===== src/rtl/openddr_bank_scheduler_v2_if.sv =====
// openddr_bank_scheduler_v2_if: request handshake and command bus of the bank scheduler
interface openddr_bank_scheduler_v2_if #(
    parameter int NUM_BANKS = 8,
    parameter int ROW_WIDTH = 16,
    parameter int COL_WIDTH = 10,
    parameter int ID_WIDTH  = 12
);
    localparam int BW = $clog2(NUM_BANKS);
    logic                 req_valid;
    logic                 req_ready;
    logic                 req_write;
    logic [BW-1:0]        req_bank;
    logic [ROW_WIDTH-1:0] req_row;
    logic [COL_WIDTH-1:0] req_col;
    logic [ID_WIDTH-1:0]  req_id;
    logic                 cmd_valid;
    logic [2:0]           cmd_type;
    logic [BW-1:0]        cmd_bank;
    logic [ROW_WIDTH-1:0] cmd_addr;
    logic [ID_WIDTH-1:0]  cmd_id;
    modport master (
        output req_valid, req_write, req_bank, req_row, req_col, req_id,
        input  req_ready, cmd_valid, cmd_type, cmd_bank, cmd_addr, cmd_id
    );
    modport slave (
        input  req_valid, req_write, req_bank, req_row, req_col, req_id,
        output req_ready, cmd_valid, cmd_type, cmd_bank, cmd_addr, cmd_id
    );
endinterface


===== src/rtl/openddr_bank_scheduler_v2.sv =====
// openddr_bank_scheduler_v2: open-page multi-bank DDR command scheduler with timing gates and periodic refresh
module openddr_bank_scheduler_v2 #(
    parameter int NUM_BANKS = 8,
    parameter int ROW_WIDTH = 16,
    parameter int COL_WIDTH = 10,
    parameter int ID_WIDTH  = 12,
    parameter int T_WIDTH   = 8
) (
    input  logic                  mck,
    input  logic                  mc_rst_b,
    openddr_bank_scheduler_v2_if.slave bus,
    input  logic [T_WIDTH-1:0]    cfg_trcd,
    input  logic [T_WIDTH-1:0]    cfg_trp,
    input  logic [T_WIDTH-1:0]    cfg_tras,
    input  logic [T_WIDTH-1:0]    cfg_trfc,
    input  logic [15:0]           cfg_trefi,
    output logic [NUM_BANKS-1:0]  bank_open,
    output logic                  ref_pending,
    output logic                  ref_overrun
);
    localparam int BW = $clog2(NUM_BANKS);
    localparam logic [2:0] C_NOP = 3'd0, C_ACT = 3'd1, C_RD = 3'd2, C_WR = 3'd3,
                           C_PRE = 3'd4, C_PREA = 3'd5, C_REF = 3'd6;
    typedef enum logic [2:0] {IDLE, PRE, ACT, RW, REF_PREA, REF, REF_WAIT} state_e;
    state_e               state_q, state_d;
    logic [NUM_BANKS-1:0] open_q, open_d;
    logic [ROW_WIDTH-1:0] row_q [NUM_BANKS];
    logic [ROW_WIDTH-1:0] row_d [NUM_BANKS];
    logic [T_WIDTH-1:0]   tras_q [NUM_BANKS];
    logic [T_WIDTH-1:0]   tras_d [NUM_BANKS];
    logic [T_WIDTH-1:0]   trp_q [NUM_BANKS];
    logic [T_WIDTH-1:0]   trp_d [NUM_BANKS];
    logic [T_WIDTH-1:0]   trcd_q, trcd_d, trfc_q, trfc_d;
    logic [15:0]          trefi_q, trefi_d;
    logic                 pend_q, pend_d, ovr_q, ovr_d, ready_q, ready_d;
    logic                 wr_q, wr_d;
    logic [BW-1:0]        bank_q, bank_d;
    logic [ROW_WIDTH-1:0] rrow_q, rrow_d;
    logic [COL_WIDTH-1:0] col_q, col_d;
    logic [ID_WIDTH-1:0]  id_q, id_d;
    logic                 cmd_valid_q, cmd_valid_d;
    logic [2:0]           cmd_type_q, cmd_type_d;
    logic [BW-1:0]        cmd_bank_q, cmd_bank_d;
    logic [ROW_WIDTH-1:0] cmd_addr_q, cmd_addr_d;
    logic [ID_WIDTH-1:0]  cmd_id_q, cmd_id_d;
    logic                 accept, expire, issue_ref, tras_idle, trp_idle;

    // Saturating decrement doubles as the load value max(cfg,1)-1.
    function automatic logic [T_WIDTH-1:0] sat_dec(input logic [T_WIDTH-1:0] v);
        return (v == '0) ? '0 : v - T_WIDTH'(1);
    endfunction

    assign accept = bus.req_valid && ready_q;
    assign expire = (cfg_trefi != '0) && (trefi_q >= cfg_trefi - 16'd1);

    always_comb begin
        tras_idle = 1'b1;
        trp_idle = 1'b1;
        for (int i = 0; i < NUM_BANKS; i++) begin
            tras_idle &= (tras_q[i] == '0);
            trp_idle &= (trp_q[i] == '0);
            tras_d[i] = sat_dec(tras_q[i]);
            trp_d[i] = sat_dec(trp_q[i]);
        end
        state_d = state_q;
        open_d = open_q;
        row_d = row_q;
        trcd_d = sat_dec(trcd_q);
        trfc_d = sat_dec(trfc_q);
        wr_d = wr_q;
        bank_d = bank_q;
        rrow_d = rrow_q;
        col_d = col_q;
        id_d = id_q;
        cmd_valid_d = 1'b0;
        cmd_type_d = C_NOP;
        cmd_bank_d = '0;
        cmd_addr_d = '0;
        cmd_id_d = '0;
        issue_ref = 1'b0;
        case (state_q)
            IDLE: begin
                if (pend_q) begin
                    state_d = |open_q ? REF_PREA : REF;
                end else if (accept) begin
                    wr_d = bus.req_write;
                    bank_d = bus.req_bank;
                    rrow_d = bus.req_row;
                    col_d = bus.req_col;
                    id_d = bus.req_id;
                    state_d = !open_q[bus.req_bank] ? ACT :
                              (row_q[bus.req_bank] == bus.req_row) ? RW : PRE;
                end
            end
            PRE: if (tras_q[bank_q] == '0) begin
                cmd_valid_d = 1'b1;
                cmd_type_d = C_PRE;
                cmd_bank_d = bank_q;
                open_d[bank_q] = 1'b0;
                trp_d[bank_q] = sat_dec(cfg_trp);
                state_d = ACT;
            end
            ACT: if (trp_q[bank_q] == '0) begin
                cmd_valid_d = 1'b1;
                cmd_type_d = C_ACT;
                cmd_bank_d = bank_q;
                cmd_addr_d = rrow_q;
                open_d[bank_q] = 1'b1;
                row_d[bank_q] = rrow_q;
                tras_d[bank_q] = sat_dec(cfg_tras);
                trcd_d = sat_dec(cfg_trcd);
                state_d = RW;
            end
            RW: if (trcd_q == '0) begin
                cmd_valid_d = 1'b1;
                cmd_type_d = wr_q ? C_WR : C_RD;
                cmd_bank_d = bank_q;
                cmd_addr_d = ROW_WIDTH'(col_q);
                cmd_id_d = id_q;
                state_d = IDLE;
            end
            REF_PREA: if (tras_idle) begin
                cmd_valid_d = 1'b1;
                cmd_type_d = C_PREA;
                open_d = '0;
                for (int i = 0; i < NUM_BANKS; i++) trp_d[i] = sat_dec(cfg_trp);
                state_d = REF;
            end
            REF: if (trp_idle) begin
                cmd_valid_d = 1'b1;
                cmd_type_d = C_REF;
                issue_ref = 1'b1;
                trfc_d = sat_dec(cfg_trfc);
                state_d = REF_WAIT;
            end
            REF_WAIT: if (trfc_q == '0) state_d = IDLE;
            default: state_d = IDLE;
        endcase
        trefi_d = (cfg_trefi == '0 || expire) ? '0 : trefi_q + 16'd1;
        // An expiry coinciding with REF issue starts a fresh pending refresh instead of overrunning.
        ovr_d = expire && pend_q && !issue_ref;
        pend_d = expire || (pend_q && !issue_ref);
        ready_d = (state_d == IDLE) && !pend_d;
    end

    always_ff @(posedge mck or negedge mc_rst_b) begin
        if (!mc_rst_b) begin
            state_q <= IDLE;
            open_q <= '0;
            row_q <= '{default: '0};
            tras_q <= '{default: '0};
            trp_q <= '{default: '0};
            trcd_q <= '0;
            trfc_q <= '0;
            trefi_q <= '0;
            pend_q <= 1'b0;
            ovr_q <= 1'b0;
            ready_q <= 1'b0;
            wr_q <= 1'b0;
            bank_q <= '0;
            rrow_q <= '0;
            col_q <= '0;
            id_q <= '0;
            cmd_valid_q <= 1'b0;
            cmd_type_q <= C_NOP;
            cmd_bank_q <= '0;
            cmd_addr_q <= '0;
            cmd_id_q <= '0;
        end else begin
            state_q <= state_d;
            open_q <= open_d;
            row_q <= row_d;
            tras_q <= tras_d;
            trp_q <= trp_d;
            trcd_q <= trcd_d;
            trfc_q <= trfc_d;
            trefi_q <= trefi_d;
            pend_q <= pend_d;
            ovr_q <= ovr_d;
            ready_q <= ready_d;
            wr_q <= wr_d;
            bank_q <= bank_d;
            rrow_q <= rrow_d;
            col_q <= col_d;
            id_q <= id_d;
            cmd_valid_q <= cmd_valid_d;
            cmd_type_q <= cmd_type_d;
            cmd_bank_q <= cmd_bank_d;
            cmd_addr_q <= cmd_addr_d;
            cmd_id_q <= cmd_id_d;
        end
    end

    assign bus.req_ready = ready_q;
    assign bus.cmd_valid = cmd_valid_q;
    assign bus.cmd_type = cmd_type_q;
    assign bus.cmd_bank = cmd_bank_q;
    assign bus.cmd_addr = cmd_addr_q;
    assign bus.cmd_id = cmd_id_q;
    assign bank_open = open_q;
    assign ref_pending = pend_q;
    assign ref_overrun = ovr_q;
endmodule


===== src/flat_wrapper.sv =====
// flat-port wrapper written by rule: the top's interface ports become plain ports
module openddr_bank_scheduler_v2_flat 
#(
    parameter int NUM_BANKS = 8,
    parameter int ROW_WIDTH = 16,
    parameter int COL_WIDTH = 10,
    parameter int ID_WIDTH  = 12,
    parameter int T_WIDTH   = 8
)
  (mck, mc_rst_b, cfg_trcd, cfg_trp, cfg_tras, cfg_trfc, cfg_trefi, bank_open, ref_pending, ref_overrun, bus_req_valid, bus_req_write, bus_req_bank, bus_req_row, bus_req_col, bus_req_id, bus_req_ready, bus_cmd_valid, bus_cmd_type, bus_cmd_bank, bus_cmd_addr, bus_cmd_id);
  openddr_bank_scheduler_v2_if #(.NUM_BANKS(NUM_BANKS), .ROW_WIDTH(ROW_WIDTH), .COL_WIDTH(COL_WIDTH), .ID_WIDTH(ID_WIDTH)) bus_i ();
  input  logic mck;
  input  logic mc_rst_b;
  input  logic [T_WIDTH-1:0] cfg_trcd;
  input  logic [T_WIDTH-1:0] cfg_trp;
  input  logic [T_WIDTH-1:0] cfg_tras;
  input  logic [T_WIDTH-1:0] cfg_trfc;
  input  logic [15:0] cfg_trefi;
  output logic [NUM_BANKS-1:0] bank_open;
  output logic ref_pending;
  output logic ref_overrun;
  input wire logic [$bits(bus_i.req_valid)-1:0] bus_req_valid;
  input wire logic [$bits(bus_i.req_write)-1:0] bus_req_write;
  input wire logic [$bits(bus_i.req_bank)-1:0] bus_req_bank;
  input wire logic [$bits(bus_i.req_row)-1:0] bus_req_row;
  input wire logic [$bits(bus_i.req_col)-1:0] bus_req_col;
  input wire logic [$bits(bus_i.req_id)-1:0] bus_req_id;
  output wire logic [$bits(bus_i.req_ready)-1:0] bus_req_ready;
  output wire logic [$bits(bus_i.cmd_valid)-1:0] bus_cmd_valid;
  output wire logic [$bits(bus_i.cmd_type)-1:0] bus_cmd_type;
  output wire logic [$bits(bus_i.cmd_bank)-1:0] bus_cmd_bank;
  output wire logic [$bits(bus_i.cmd_addr)-1:0] bus_cmd_addr;
  output wire logic [$bits(bus_i.cmd_id)-1:0] bus_cmd_id;
  assign bus_i.req_valid = bus_req_valid;
  assign bus_i.req_write = bus_req_write;
  assign bus_i.req_bank = bus_req_bank;
  assign bus_i.req_row = bus_req_row;
  assign bus_i.req_col = bus_req_col;
  assign bus_i.req_id = bus_req_id;
  assign bus_req_ready = bus_i.req_ready;
  assign bus_cmd_valid = bus_i.cmd_valid;
  assign bus_cmd_type = bus_i.cmd_type;
  assign bus_cmd_bank = bus_i.cmd_bank;
  assign bus_cmd_addr = bus_i.cmd_addr;
  assign bus_cmd_id = bus_i.cmd_id;
  openddr_bank_scheduler_v2 #(.NUM_BANKS(NUM_BANKS), .ROW_WIDTH(ROW_WIDTH), .COL_WIDTH(COL_WIDTH), .ID_WIDTH(ID_WIDTH), .T_WIDTH(T_WIDTH)) u_core (.mck(mck), .mc_rst_b(mc_rst_b), .bus(bus_i), .cfg_trcd(cfg_trcd), .cfg_trp(cfg_trp), .cfg_tras(cfg_tras), .cfg_trfc(cfg_trfc), .cfg_trefi(cfg_trefi), .bank_open(bank_open), .ref_pending(ref_pending), .ref_overrun(ref_overrun));
endmodule

===== config.mk =====
export PLATFORM = sky130hd
export DESIGN_NAME = openddr_bank_scheduler_v2_flat
export DESIGN_NICKNAME = d
export VERILOG_FILES = /design/src/rtl/openddr_bank_scheduler_v2_if.sv /design/src/rtl/openddr_bank_scheduler_v2.sv /design/src/flat_wrapper.sv
export SDC_FILE = /design/constraint.sdc
export NUM_CORES = 1
export LEC_CHECK = 0
export BUFFER_PORTS_ARGS = -buffer_cell sky130_fd_sc_hd__buf_2
export CORE_ASPECT_RATIO = 0.5
export CORE_MARGIN = 5
export CORE_UTILIZATION = 40
export CTS_CLUSTER_SIZE = 20
export DETAILED_ROUTE_END_ITERATION = 10
export PLACE_DENSITY = 0.64
export REMOVE_ABC_BUFFERS = 1
export SKIP_LAST_GASP = 1
export SYNTH_ARGS = -nofsm -noshare
export SYNTH_HDL_FRONTEND = slang
export SYNTH_SLANG_ARGS = --single-unit

===== constraint.sdc =====
create_clock -name mck -period 2.9 [get_ports mck]
set_input_delay 0.435 -clock mck [delete_from_list [all_inputs] [get_ports mck]]
set_output_delay 0.435 -clock mck [all_outputs]
set_load 0.02 [all_outputs]

; ---- After elaboration in Yosys (flattened, before gate mapping)
; Index checks and enable logic that the tools add are counted.
[totals]
output_inout_bits = 46
word_cells = 239
register_bits = 379
in_bits = 93
[classes]
n_lt_le_gt_ge = 7
muxes = 91
eq_ne = 10
bitwise_logic = 20
addsub = 24
n_reduce_logical = 45
[op_table]
columns = cell, count
row1 = 8-bit two-way mux, 34
row2 = 64-bit two-way mux, 4
row3 = 8-bit zero test, 24
row4 = 8-bit by 1-bit subtractor with 8-bit output (second input constant), 22
row5 = 128-bit bitwise mux, 1
row6 = 64-bit bitwise mux, 2
row7 = 64-bit one-hot mux with 2 select lines, 1
row8 = 16-bit two-way mux, 5
row9 = 16-bit binary-select mux with 3-bit select, 1
row10 = 8-bit binary-select mux with 3-bit select, 2
row11 = 16-bit demux with 3-bit select, 1
row12 = 3-bit two-way mux, 16
row13 = 16-bit one-hot mux with 2 select lines, 1
row14 = 8-bit demux with 3-bit select, 1
row15 = 12-bit two-way mux, 2
row16 = 8-bit one-hot mux with 3 select lines, 1
row17 = 3-bit one-hot mux with 7 select lines, 1
row18 = 16-bit by 1-bit adder with 16-bit output (second input constant), 1
row19 = 16-bit == test, 1
row20 = 16-bit greater-or-equal comparator, 1
row21 = 16-bit zero test, 1
row22 = 16-bit nonzero test, 1
row23 = 16-bit by 1-bit subtractor with 16-bit output (second input constant), 1
row24 = 3-bit one-hot mux with 5 select lines, 1
row25 = other kinds (30), 71

; ---- Depth between registers and ports, before layout
; Gate-level depths: netlist of the first run.
[logic_depth]
depth_word = 15
mapped_depth = 14

; ---- Worst setup path before layout of the first run
; OpenSTA, ideal clock, no wires.
[synth_path]
kind = input to register
startpoint = input port cfg_trefi[2]
endpoint = register u_core.trefi_q[10]
cell_stages = 13
n_path_buf = 1
required_ns = 2.828
setup_ns = 0.072
arrival_ns = 3.165
slack_ns = -0.338
path_cell_list = nor4_1 -> nand2b_1 -> or4b_2 -> nor2_1 -> xnor2_1 -> ha_1 -> nand4_1 -> a21oi_1 -> a2111oi_0 -> o31a_1 -> nand2_1 -> clkbuf_1 -> nor2_1
[synth_between]
elab_chain_cells = 5
elab_cells_between_ends = 7
[synth_lines]
columns = item, line_no
row1 = start: declaration, flat_wrapper.sv:18  ; input logic [15:0] cfg_trefi;
row2 = 16-bit by 1-bit subtractor with 16-bit output, openddr_bank_scheduler_v2.sv:54  ; assign expire = (cfg_trefi != '0) && (trefi_q >= cfg_trefi - 16'd1);
row3 = 16-bit greater-or-equal comparator, openddr_bank_scheduler_v2.sv:54
row4 = 1-bit logical AND, openddr_bank_scheduler_v2.sv:54
row5 = 1-bit logical OR *, openddr_bank_scheduler_v2.sv:139  ; trefi_d = (cfg_trefi == '0 || expire) ? '0 : trefi_q + 16'd1;
row6 = 16-bit two-way mux *, openddr_bank_scheduler_v2.sv:139
row7 = named net u_core.trefi_d[10], openddr_bank_scheduler_v2.sv:34  ; logic [15:0] trefi_q, trefi_d;
row8 = end signal: assignment, openddr_bank_scheduler_v2.sv:177  ; trefi_q <= trefi_d;
row9 = end: declaration, openddr_bank_scheduler_v2.sv:34
; Mark *: on every way through the listed nets, which the timed path passes. The rest lies on a longest branch.
; A chain may end at the register's enable or synchronous reset.

; ---- Final worst setup path of the first run
[layout_path]
startpoint = register u_core.trp_q[3] (netlist name)
endpoint = register u_core.row_q[48] (netlist name)
[layout_between]
elab_chain_cells = 5
[layout_lines]
columns = item, line_no
row1 = start: declaration, openddr_bank_scheduler_v2.sv:31  ; logic [T_WIDTH-1:0] trp_q [NUM_BANKS];
row2 = start signal: assignment, openddr_bank_scheduler_v2.sv:174  ; trp_q <= trp_d;
row3 = 8-bit binary-select mux with 3-bit select, openddr_bank_scheduler_v2.sv:103  ; ACT: if (trp_q[bank_q] == '0) begin
row4 = 8-bit two-way mux (not written as such) (2 in series), openddr_bank_scheduler_v2.sv:103
row5 = 8-bit zero test, openddr_bank_scheduler_v2.sv:103
row6 = 2-bit AND reduction (no line), --
row7 = end signal: assignment, openddr_bank_scheduler_v2.sv:172  ; row_q <= row_d;
row8 = end: declaration, openddr_bank_scheduler_v2.sv:27  ; logic [ROW_WIDTH-1:0] row_q [NUM_BANKS];
; Every way passes these cells. The select of a mux whose other input is x is not followed.

==> results of run 1 <==
==> area by class of cell <==
class                      instances  share of cell area [%]
tap                              701                    3.35
multi-input combinational       1693                    42.9
clock buffer                      58                    4.42
timing repair buffer             359                    11.4
clock inverter                    11                   0.622
sequential                       379                    36.3
antenna                            2                  0.0191
inverter                          69                   0.990
==> timing repair <==
item | in CTS | in global routing
setup buffers | 1 | 16
gates cloned | 0 | 9
endpoints found under the hold margin | 66 | 0
hold buffers | 1 | 0
pin swaps | 2 | 69
resized for setup | 7 | 142
setup endpoints to repair | 35 | 245
==> cells by family after synthesis <==
logic type | after synthesis | share of synthesized area [%]
AOI/OAI and AO/OA | 307 | 9.37
xor gates and xnor gates | 117 | 4.89
adders and majority gates | 53 | 3.16
buffers and inverters | 179 | 3.53
DFF | 379 | 45.2
muxes | 170 | 10.3
and+or+nand+nor | 1046 | 23.6
==> per-stage QoR <==
stage	hold WS (ps)	cells	setup TNS (ps)	utilization (%)	setup WS [ps]
6_report	108	3272	-583	50.4	-47.2
2_1_floorplan	139	2141	-134800	-	-983
3_3_place_gp	444	3174	-11150	46.2	-620
5_1_grt	86.0	3272	-7510	50.4	-121
3_5_place_dp	450	3174	-11600	46.2	-659
4_1_cts	88.8	3245	-0.683	48.8	-0.683
==> report_power, final <==
| part | switching [uW] | leakage, uW | internal (uW) |
|---|---|---|---|
| Combinational | 1210 | 0.00721 | 1050 |
| Clock | 2190 | 0.000646 | 3040 |
| Sequential | 403 | 0.00486 | 5660 |
==> registers in the layout, summed over array words and instances, names as in the netlist, 3 cells and up <==
register	count
u_core.bus.cmd_type	3
u_core.row_q	128
u_core.bank_q	3
u_core.state_q	3
u_core.tras_q	64
u_core.bus.cmd_addr	16
u_core.bank_open	8
u_core.trfc_q	8
u_core.bus.cmd_bank	3
u_core.trp_q	64
u_core.trefi_q	16
u_core.col_q	10
u_core.rrow_q	16
u_core.id_q	12
u_core.bus.cmd_id	12
u_core.trcd_q	8
==> worst max-delay path, stage by stage (launching register included) <==
cell       delay (ps)
dfrtp_1           410
nor4_4            340
a31oi_2           190
or4_4             520
or4_4             590
buf_12            190
nor2_4            190
buf_6             180
clkbuf_16         170
nand2_2            50
nand2_1            60
==> final timing paths <==
check	from	endpoint	slack, ps
max in group asynchronous	mc_rst_b	u_core.row_q[43]	1550
max reg2reg	u_core.trp_q[3]	u_core.row_q[48]	-50
max	u_core.trp_q[3]	u_core.row_q[48]	-50
min in group asynchronous	mc_rst_b	u_core.trefi_q[15]	470
min	bus_req_id[11]	u_core.id_q[11]	110
min reg2reg	u_core.row_q[2]	u_core.row_q[2]	460
==> Yosys cell counts (12+ instances only) <==
cell	count	area [sq um]
nor3b_1	16	120
xor2_1	51	447
nand3_1	29	145
o221ai_1	26	228
buf_2	13	65.1
a211oi_1	12	90.1
and3_1	22	138
mux4_2	28	631
nor3_1	60	300
inv_1	69	259
nand2b_1	23	144
dfrtp_1	379	9480
clkbuf_1	77	289
ha_1	53	663
mux2i_1	64	641
nand2_1	516	1940
or3_1	62	388
nor2b_1	16	100
a21oi_1	65	325
mux2_2	77	867
xnor2_1	66	578
o21ai_0	102	510
nor4_1	35	219
nor2_1	167	627
o211ai_1	14	105
nand4_1	12	75.1
and2_1	27	169
a31oi_1	21	131
==> per-layer routing <==
layer,GRT usage [%],up-vias
met5,0,-
met4,6.44,0
met3,2.73,113
met2,35.0,527
met1,27.9,8705
li1,-,8376
==> summary.md, run 1 <==
| Metric | Value |
|---|---|
| Core area | about 0.052 sq mm |
| Number of global-route vias before repair | approximately 17000 |
| Main synth FF type | dfrtp_1 |
| Fin. max-slew vios | 0 |
| Highest ir drop seen on vdd | 0.000336 V |
| Post-synthesis cell count | 2251 |
| GP Congestion | 0.907 |
| Req. time, crit path | between 3000 and 4000 ps |
| Final Hold Vio Count | 0 |
| Crit path kind | reg2reg |
| Violated checks | negative setup slack |
| Routed vias/inst | 5.42 |
| Total power | 13600 uW |
| Chip height | about 170 um |
| Initial antenna violation count | 2 |
| Post-synth ARST share | 100% |
| Via count | 17721 |
| EDFF count, synth | 0 |
| M1 wire length | 27.4 mm |
| Global-route wire length before repair | 95.2 mm |
| Met3 wire len | roughly 3.5 mm |
| Crit path DAT | 3440 ps |
| Clock Skew | 28.7 ps |
| Skew-Pair Late Insertion Delay | roughly 560 ps |
| Slew @ Worst Pin | between 1000 and 1500 ps |
| Ys Warns | 0 |
| Slew headroom | 19.4% |
| Num CTS Buffers | 39 |
| Unique masters post-synth | 77 |
| Most frequent cells in the layout | nand2_1, dfrtp_1, nor2_1 |
| Area of the multi-input gates | 0.0112 sq mm |
| RSZ-0062 raised after global routing | true |
| Hold path cells | 2 |
| Initial Utilization | 40.4% |
| Worst reg2reg path depth | 10 |
| Synth Register Bits | 379 |
| Largest net degree at the start of global routing | 75 |
| DRC Markers | 0 |
| Max Used Layer | met4 |
| First drt pass iteration count | 5 |
| Leakage | 0.0127 uW |
| CP Capture Type | flop |
| Overall Global Routing Usage | 20.6% |
| Total of max-cap violations | 0 |
| Post-route setup slack | -47.2 ps |
| ANT nets after route | 0 |
| First DRT Iteration DRCs | 1513 |
| Die X | 334 um |
| Clock slew at reported path FFs | approximately 60 ps |
| Fraction of layout cells with a size suffix above 1 | 25.5% |
| Worst-path fanout max | 7 |
| Most common cell after layout, fill and taps aside | nand2_1 |
| Storage element area | approximately 0.0095 sq mm |
| Port Buffers | between 100 and 150 |
| Fill cell count | 4687 |
| Final setup violation count | 23 |
| Max Buffers Root-to-Sink | 3 |
| Sink Count | 379 |
| DP Wirelength | between 40 and 50 mm |
| Root Buffer | clkbuf_16 |
| Total congestion overflow | 0 |
| Final WL | 62.3 mm |
| Status | complete, but fails checks |
| Sequential fraction of the synthesis area | 45.2% |
| Met2 routed wirelength | 29.8 mm |
| Syn avg cell area | 9.32 sq um |
| CTS tree | built |
| Layout area overhead | 24.8% |
| Design Area, Final | about 0.026 sq mm |
| H-tree levels | 2 |
| Io pins | 139 |
| Final Cycle Share | 102% |
| Post-Syn Area | around 0.021 sq mm |
| Placed cell area | 0.0240 sq mm |
| P per Cell Area | 519 mW/mm^2 |
| Die ar. | 0.0574 sq mm |
| Row cnt | 59 |
| Hold Crit Class | in2reg |
| Post-layout nets | 2687 |
| Final min period | between 2000 and 3000 ps |
| Avg WL per Cell | 19.0 um |
| Crit start category | flop |
| F_max | 339 MHz |
(Power assumes the default switching activity.)
==> run 2: changes to the inputs <==
--- a/config.mk
+++ b/config.mk
@@ -11,8 +11,7 @@
 export CORE_UTILIZATION = 40
 export CTS_CLUSTER_SIZE = 20
 export DETAILED_ROUTE_END_ITERATION = 10
-export PLACE_DENSITY = 0.64
-export REMOVE_ABC_BUFFERS = 1
+export PLACE_DENSITY = 0.62
 export SKIP_LAST_GASP = 1
 export SYNTH_ARGS = -nofsm -noshare
 export SYNTH_HDL_FRONTEND = slang
==> constraint.sdc (replaced) <==
create_clock -name mck -period 3.2 [get_ports mck]
set_input_delay 0.48 -clock mck [delete_from_list [all_inputs] [get_ports mck]]
set_output_delay 0.48 -clock mck [all_outputs]
set_load 0.02 [all_outputs]
==> run 2 against run 1 <==
  * Critical endpoint is now u_core.trp_q[50]
  * Clock power decreased by 10%
  * Critical path type unchanged
  * Worst hold slack gained 42 ps
  * Combinational power decreased by 15%
  * Non-clock buffer count down 88
  * Largest power group unchanged
  * Global-route usage shrank 0.11 points
  * The run now ends clean
  * Sequential cell count is the same
  * Via count shrank 3.3%
==> summary.md, run 2 (synthesis gave the netlist of run 1 again) <==
| Metric | Value |
|---|---|
| Final std cells w/o fill | 3183 (-2.7%) |
| M1 wire length | 26.4 mm (-3.7%) |
| Die X | 334 um (unchanged) |
| Most used cell, CP | buf_4 |
| Reg2reg setup slack | 130 ps (+180 ps) |
| Req. time, crit path | 3650 ps (+260 ps) |
| GP Congestion | 0.886 (-2.3%) |
| Top reg by flops | u_core.row_q |
| Initial antenna violation count | 0 (-2) |
| H-tree levels | 2 (unchanged) |
| Row cnt | 59 (unchanged) |
| Die ar. | 0.0574 sq mm (unchanged) |
| Max Buffers Root-to-Sink | 3 (unchanged) |
| Num CTS Buffers | 39 (unchanged) |
| F_max | 326 MHz (-4.0%) |
| Power share of the combinational group | 15.9% (-0.8 points) |
| Total power | 12100 uW (-11%) |
| P_sw | 3440 uW (-9.7%) |
| CTS tree | built |
| CP max stage cell | dfrtp_1 |
| Root Buffer | clkbuf_16 |
| Final setup violation count | 0 (-100%) |
| Post-CTS Setup Bufs | 0 (-1) |
| Clock Skew | 29.6 ps (+0.890 ps) |
| Layout area overhead | 17.1% |
| Clock network fraction of total power | 38.7% (about the same) |
| Chip height | 172 um (unchanged) |
| Global-route wire length before repair | 94.3 mm (-0.86%) |
| P per Cell Area | 494 mW/mm^2 (-4.8%) |
| Most frequent cells in the layout | nand2_1, dfrtp_1, nor2_1 |
| Final WL | 60.1 mm (-3.5%) |
| RSZ-0062 raised after global routing | false |
| Avg WL per Cell | 18.9 um (-0.79%) |
| Sink Count | 379 (unchanged) |
| Io pins | 139 (unchanged) |
| Final Cycle Share | 95.9% (-5.7 points) |
| Slew headroom | 23.5% (+4.1 points) |
| Ant diodes | 0 (-2) |
| Hold path cells | 2 (unchanged) |
| Worst-path fanout max | 30 (+23) |
| Via count | 17133 (-3.3%) |
| Status | finished clean |
| Routed vias/inst | 5.38 (-0.61%) |
| Final Hold Vio Count | 0 (unchanged) |
| First DRT Iteration DRCs | 1418 (-6.3%) |
| Fin. max-slew vios | 0 (unchanged) |
| Crit path cell chain | buf_4 > nand3b_1 > buf_4 > a31oi_1 > a211oi_2 > and3_1 > buf_12 > and2_1 > a21boi_2 > mux2_2 |
| Fill cell count | 4891 (+4.4%) |
| Placed cell area | 0.0232 sq mm (-3.1%) |
| Net Sw Frac | 28.4% (+0.33 points) |
| Leakage | 0.0119 uW (-6.5%) |
| Largest net degree at the start of global routing | 90 (+20%) |
| Port Buffers | 138 (unchanged) |
| Crit path kind | reg2reg |
| Area of the multi-input gates | 0.0108 sq mm (-3.9%) |
| Slew @ Worst Pin | 1140 ps (-61.0 ps) |
| CP Capture Type | flop |
| DRC Markers | 0 (unchanged) |
| Most common cell after layout, fill and taps aside | nand2_1 |
| Fraction of layout cells with a size suffix above 1 | 19.7% (-5.8 points) |
| Largest regs | u_core.row_q (128), u_core.tras_q (64), u_core.trp_q (64) |
| Overall Global Routing Usage | 20.5% (-0.11 points) |
| Max Used Layer | met4 |
| Clock slew at reported path FFs | 70 ps (about the same) |
| Total of max-cap violations | 0 (unchanged) |
| Highest ir drop seen on vdd | 0.000331 V (-1.5%) |
| Post-Syn Nets | 2397 |
| Design Area, Final | 0.0246 sq mm (-6.2%) |
| Storage element area | 0.00948 sq mm (about the same) |
| Max FFs per register | 128 (unchanged) |
| First drt pass iteration count | 6 (+1) |
| Worst reg2reg path depth | 10 (unchanged) |
| Hold Crit Class | in2reg |
| Met3 wire len | 3.43 mm (-0.67%) |
| Met2 routed wirelength | 28.9 mm (-2.9%) |
| Crit start category | flop |
| Critical Path Max Stage Delay | 500 ps (-90 ps) |
| Post-layout nets | 2599 (-3.3%) |
| Core area | 0.0519 sq mm (unchanged) |
| Total congestion overflow | 0 (unchanged) |
| Final min period | 3070 ps (+122 ps) |
| Initial Utilization | 40.4% (unchanged) |
| DP Wirelength | 41.3 mm (-1.5%) |
| Internal | 8680 uW (-11%) |
| Number of global-route vias before repair | 16874 (-0.95%) |
| ANT nets after route | 0 (unchanged) |
| Crit path DAT | 3520 ps (+80 ps) |
| Sequential power share | 45.4% (+0.7 points) |
| Dpl cells | 3112 (-2.0%) |
| Skew-Pair Late Insertion Delay | 570 ps (about the same) |
==> run 2: worst paths after layout <==
| check | startpoint | end |
|---|---|---|
| hold reg to reg | u_core.row_q[7] | u_core.row_q[7] |
| setup / recovery | u_core.bank_q[0] | u_core.trp_q[50] |
| max in group asynchronous | mc_rst_b | u_core.rrow_q[12] |
| setup reg to reg | u_core.bank_q[0] | u_core.trp_q[50] |
| min in group asynchronous | mc_rst_b | u_core.trefi_q[15] |
| hold / removal | cfg_trcd[0] | u_core.trcd_q[0] |
==> run 2: layer usage <==
layer,track usage [%],vias to the layer above
li1,-,8181
met3,3.45,99
met2,35.3,446
met5,0,-
met1,27.3,8407
met4,5.53,0
==> run 2: timing repair <==
item | CTS | global route
endpoints found under the hold margin | 60 | 0
endpoints found under the setup margin | 0 | 18
resized for setup | 0 | 3
hold buffers | 1 | 0
==> run 2: cell type report <==
cell class	count	share of cell area (%)
clock buffer	53	4.60
clock inverter	17	0.673
inverter	69	1.05
multi-input combinational	1693	43.9
sequential	379	38.6
tap	701	3.57
timing repair buffer	271	7.56
==> run 2: power by group through the flow <==
stage               clock network [uW]  logic (uW)  registers (uW)
finish                            4690        1920            5500
global placement                     0        1870            5580
floorplan                            0        1370            5500
detailed placement                   0        1920            5580
CTS                               4780        1930            5500
global route                      4970        2200            5550
==> run 2: critical path: cells and delay by family, from the launching register on <==
family,cells,cell delay [ps]
multiplexers,1,380
flip-flops,1,500
buffers and inverters,3,620
AND/OR/NAND/NOR,3,650
AO/OA/AOI/OAI,3,790
==> run 2: per-stage QoR <==
step           hold WS [ps]  worst slack, ps  setup TNS [ps]  util (%)
2_1_floorplan           184            0.397               0         -
3_3_place_gp            443             -429           -5720      44.8
3_5_place_dp            450             -398           -5010      44.8
4_1_cts                 125              158               0      47.3
5_1_grt                 138             5.19               0      47.3
6_report                150              131               0      47.3
==> run 3: changes to the inputs <==
--- a/config.mk
+++ b/config.mk
@@ -12,6 +12,7 @@
 export CTS_CLUSTER_SIZE = 20
 export DETAILED_ROUTE_END_ITERATION = 10
 export PLACE_DENSITY = 0.62
+export REMOVE_ABC_BUFFERS = 1
 export SKIP_LAST_GASP = 1
 export SYNTH_ARGS = -nofsm -noshare
 export SYNTH_HDL_FRONTEND = slang
==> constraint.sdc (replaced) <==
create_clock -name mck -period 3.9 [get_ports mck]
set_input_delay 0.585 -clock mck [delete_from_list [all_inputs] [get_ports mck]]
set_output_delay 0.585 -clock mck [all_outputs]
set_load 0.02 [all_outputs]
==> run 3 against run 2 <==
  * Power is 19% lower
  * Clock skew is 20 ps lower
  * Via count decreased by 0.66%
  * Maximum frequency is 11% lower
  * Sequential cell count unchanged
  * Worst setup slack gained 340 ps
  * Largest power group unchanged
==> summary.md, run 3 (synthesis gave the netlist of run 1 again) <==
| Metric | Value |
|---|---|
| CP Capture Type | flop |
| Port Buffers | 138 (unchanged) |
| Top reg by flops | u_core.row_q |
| Routed vias/inst | 5.46 (+1.4%) |
| Num CTS Buffers | 38 (-2.6%) |
| ANT nets after route | 0 (unchanged) |
| First DRT Iteration DRCs | 1498 (+5.6%) |
| Final core occ | 46.2% (-1.1 points) |
| H-tree levels | 2 (unchanged) |
| Chip height | 172 um (unchanged) |
| Via count | 17020 (-0.66%) |
| Final Hold Vio Count | 0 (unchanged) |
| Slew headroom | 28.0% (+4.5 points) |
| Internal | 7040 uW (-19%) |
| Post-CTS Setup Bufs | 0 (unchanged) |
| Most frequent cells in the layout | nand2_1, dfrtp_1, nor2_1 |
| Largest regs | u_core.row_q (128), u_core.tras_q (64), u_core.trp_q (64) |
| Die X | 334 um (unchanged) |
| Final setup violation count | 0 (unchanged) |
| Crit start category | flop |
| CP max stage cell | or3b_2 |
| GP Congestion | 0.891 (+0.54%) |
| Net Sw Frac | 28.2% (-0.16 points) |
| Most common cell after layout, fill and taps aside | nand2_1 |
| Final WL | 59.5 mm (-1.0%) |
| Sequential power share | 46.1% (+0.7 points) |
| WHS | 23.5 ps (-126 ps) |
| Leakage | 0.0115 uW (-3.0%) |
| Status | finished clean |
| Power share of the combinational group | 15.9% (about the same) |
| First drt pass iteration count | 7 (+1) |
| Layout area overhead | 14.3% |
| Final min period | 3430 ps (+363 ps) |
| Total power | 9800 uW (-19%) |
| Crit path cell chain | inv_1 > ha_1 > or3b_2 > nor3b_2 > nand4_1 > nor2_2 > nand2_1 > o21ai_1 > mux2_2 |
| DRC Markers | 0 (unchanged) |
| Req. time, crit path | 4320 ps (+670 ps) |
| Hold Crit Class | in2async |
| Worst-path fanout max | 9 (-70%) |
| Total congestion overflow | 0 (unchanged) |
| Total of max-cap violations | 0 (unchanged) |
| Clock network fraction of total power | 38.0% (-0.7 points) |
| Largest net degree at the start of global routing | 111 (+23%) |
| Post-layout nets | 2534 (-2.5%) |
| Storage element area | 0.00948 sq mm (unchanged) |
| Io pins | 139 (unchanged) |
| Hold buffer count at cts | 0 (-1) |
| Slew @ Worst Pin | 1050 ps (-90.5 ps) |
| Final Cycle Share | 88.0% (-7.9 points) |
| Skew-Pair Late Insertion Delay | 530 ps (-40 ps) |
| CTS tree | built |
| Critical Path Max Stage Delay | 510 ps (about the same) |
| Clock slew at reported path FFs | 70 ps (about the same) |
| Setup tns final | 0 ps (unchanged) |
| P per Cell Area | 409 mW/mm^2 (-17%) |
| Clock Skew | 9.81 ps (-19.8 ps) |
| Sink Count | 379 (unchanged) |
| Die ar. | 0.0574 sq mm (unchanged) |
| Ant diodes | 0 (unchanged) |
| Row cnt | 59 (unchanged) |
| Fill cell count | 4979 (+1.8%) |
| Critical path buffer and inverter count | 1 (-2) |
| Global-route wire length before repair | 94.1 mm (-0.29%) |
| DP Wirelength | 39.7 mm (-3.8%) |
| Initial antenna violation count | 0 (unchanged) |
| Crit path max-delay family | simple AND/OR/NAND/NOR gates |
| Max FFs per register | 128 (unchanged) |
| Max Buffers Root-to-Sink | 3 (unchanged) |
| Avg WL per Cell | 19.1 um (+1.1%) |
| Post-cts resize count | 0 (unchanged) |
| Fin. max-slew vios | 0 (unchanged) |
| Crit path kind | reg2reg |
| Overall Global Routing Usage | 20.4% (-0.092 points) |
| Initial Utilization | 40.4% (unchanged) |
| Core area | 0.0519 sq mm (unchanged) |
| RSZ-0062 raised after global routing | false |
| Highest ir drop seen on vdd | 0.000333 V (+0.85%) |
| Number of global-route vias before repair | 16676 (-1.2%) |
| Fraction of layout cells with a size suffix above 1 | 17.4% (-2.3 points) |
| Area of the multi-input gates | 0.0108 sq mm (-0.12%) |
| P_sw | 2770 uW (-20%) |
| Root Buffer | clkbuf_16 |
| Crit path DAT | 3850 ps (+330 ps) |
| F_max | 291 MHz (-11%) |
run 3: power by group through the flow:
stage	Combinational [uW]	Sequential, uW	Clock, uW
floorplan	1100	4510	0
global placement	1500	4580	0
detailed placement	1550	4590	0
CTS	1560	4520	3800
global route	1780	4570	3970
finish	1560	4520	3730
run 3: path summary, 6_finish.rpt:
kind	slack (ps)	cells after the start	end	startpoint
worst max-delay path	470	9	u_core.trp_q[33]	u_core.tras_q[8]
worst max register to register	470	9	u_core.trp_q[33]	u_core.tras_q[8]
worst min register to register	460	2	u_core.row_q[55]	u_core.row_q[55]
max in group asynchronous	2860	2	u_core.bus.cmd_addr[5]	mc_rst_b
worst min-delay path	20	1	u_core.trefi_q[15]	mc_rst_b
min in group mck	280	2	u_core.trcd_q[0]	cfg_trcd[0]
run 3: cell type report:
cell class / instances / area share (%)
Multi-Input combinational cell: 1693 / 44.9
Inverter: 69 / 1.08
Tap cell: 701 / 3.66
Clock buffer: 54 / 4.64
Sequential cell: 379 / 39.6
Timing Repair Buffer: 207 / 5.56
Clock inverter: 14 / 0.538
run 3: per-layer routing:
metal / vias up / wire length, um / track usage [%]
li1: 8071 / - / -
met5: - / 0 / 0
met1: 8358 / 25600 / 27.7
met4: 0 / 1600 / 5.27
met2: 485 / 28400 / 34.9
met3: 106 / 3820 / 3.05
run 3: worst register-to-register path: stages, from the launching register on:
cell and delay [ps]:
dfrtp_1 410, inv_1 80, ha_1 200, or3b_2 510, nor3b_2 510, nand4_1 310
nor2_2 170, nand2_1 280, o21ai_1 450, mux2_2 400
run 3: through the flow:
step,cells,setup WS (ps),instance area [sq um]
6_report,3117,468,24000
5_1_grt,3117,282,24000
4_1_cts,3117,512,24000
3_5_place_dp,3049,89.3,22700
3_3_place_gp,3049,188,22700
2_1_floorplan,2141,17.0,20500
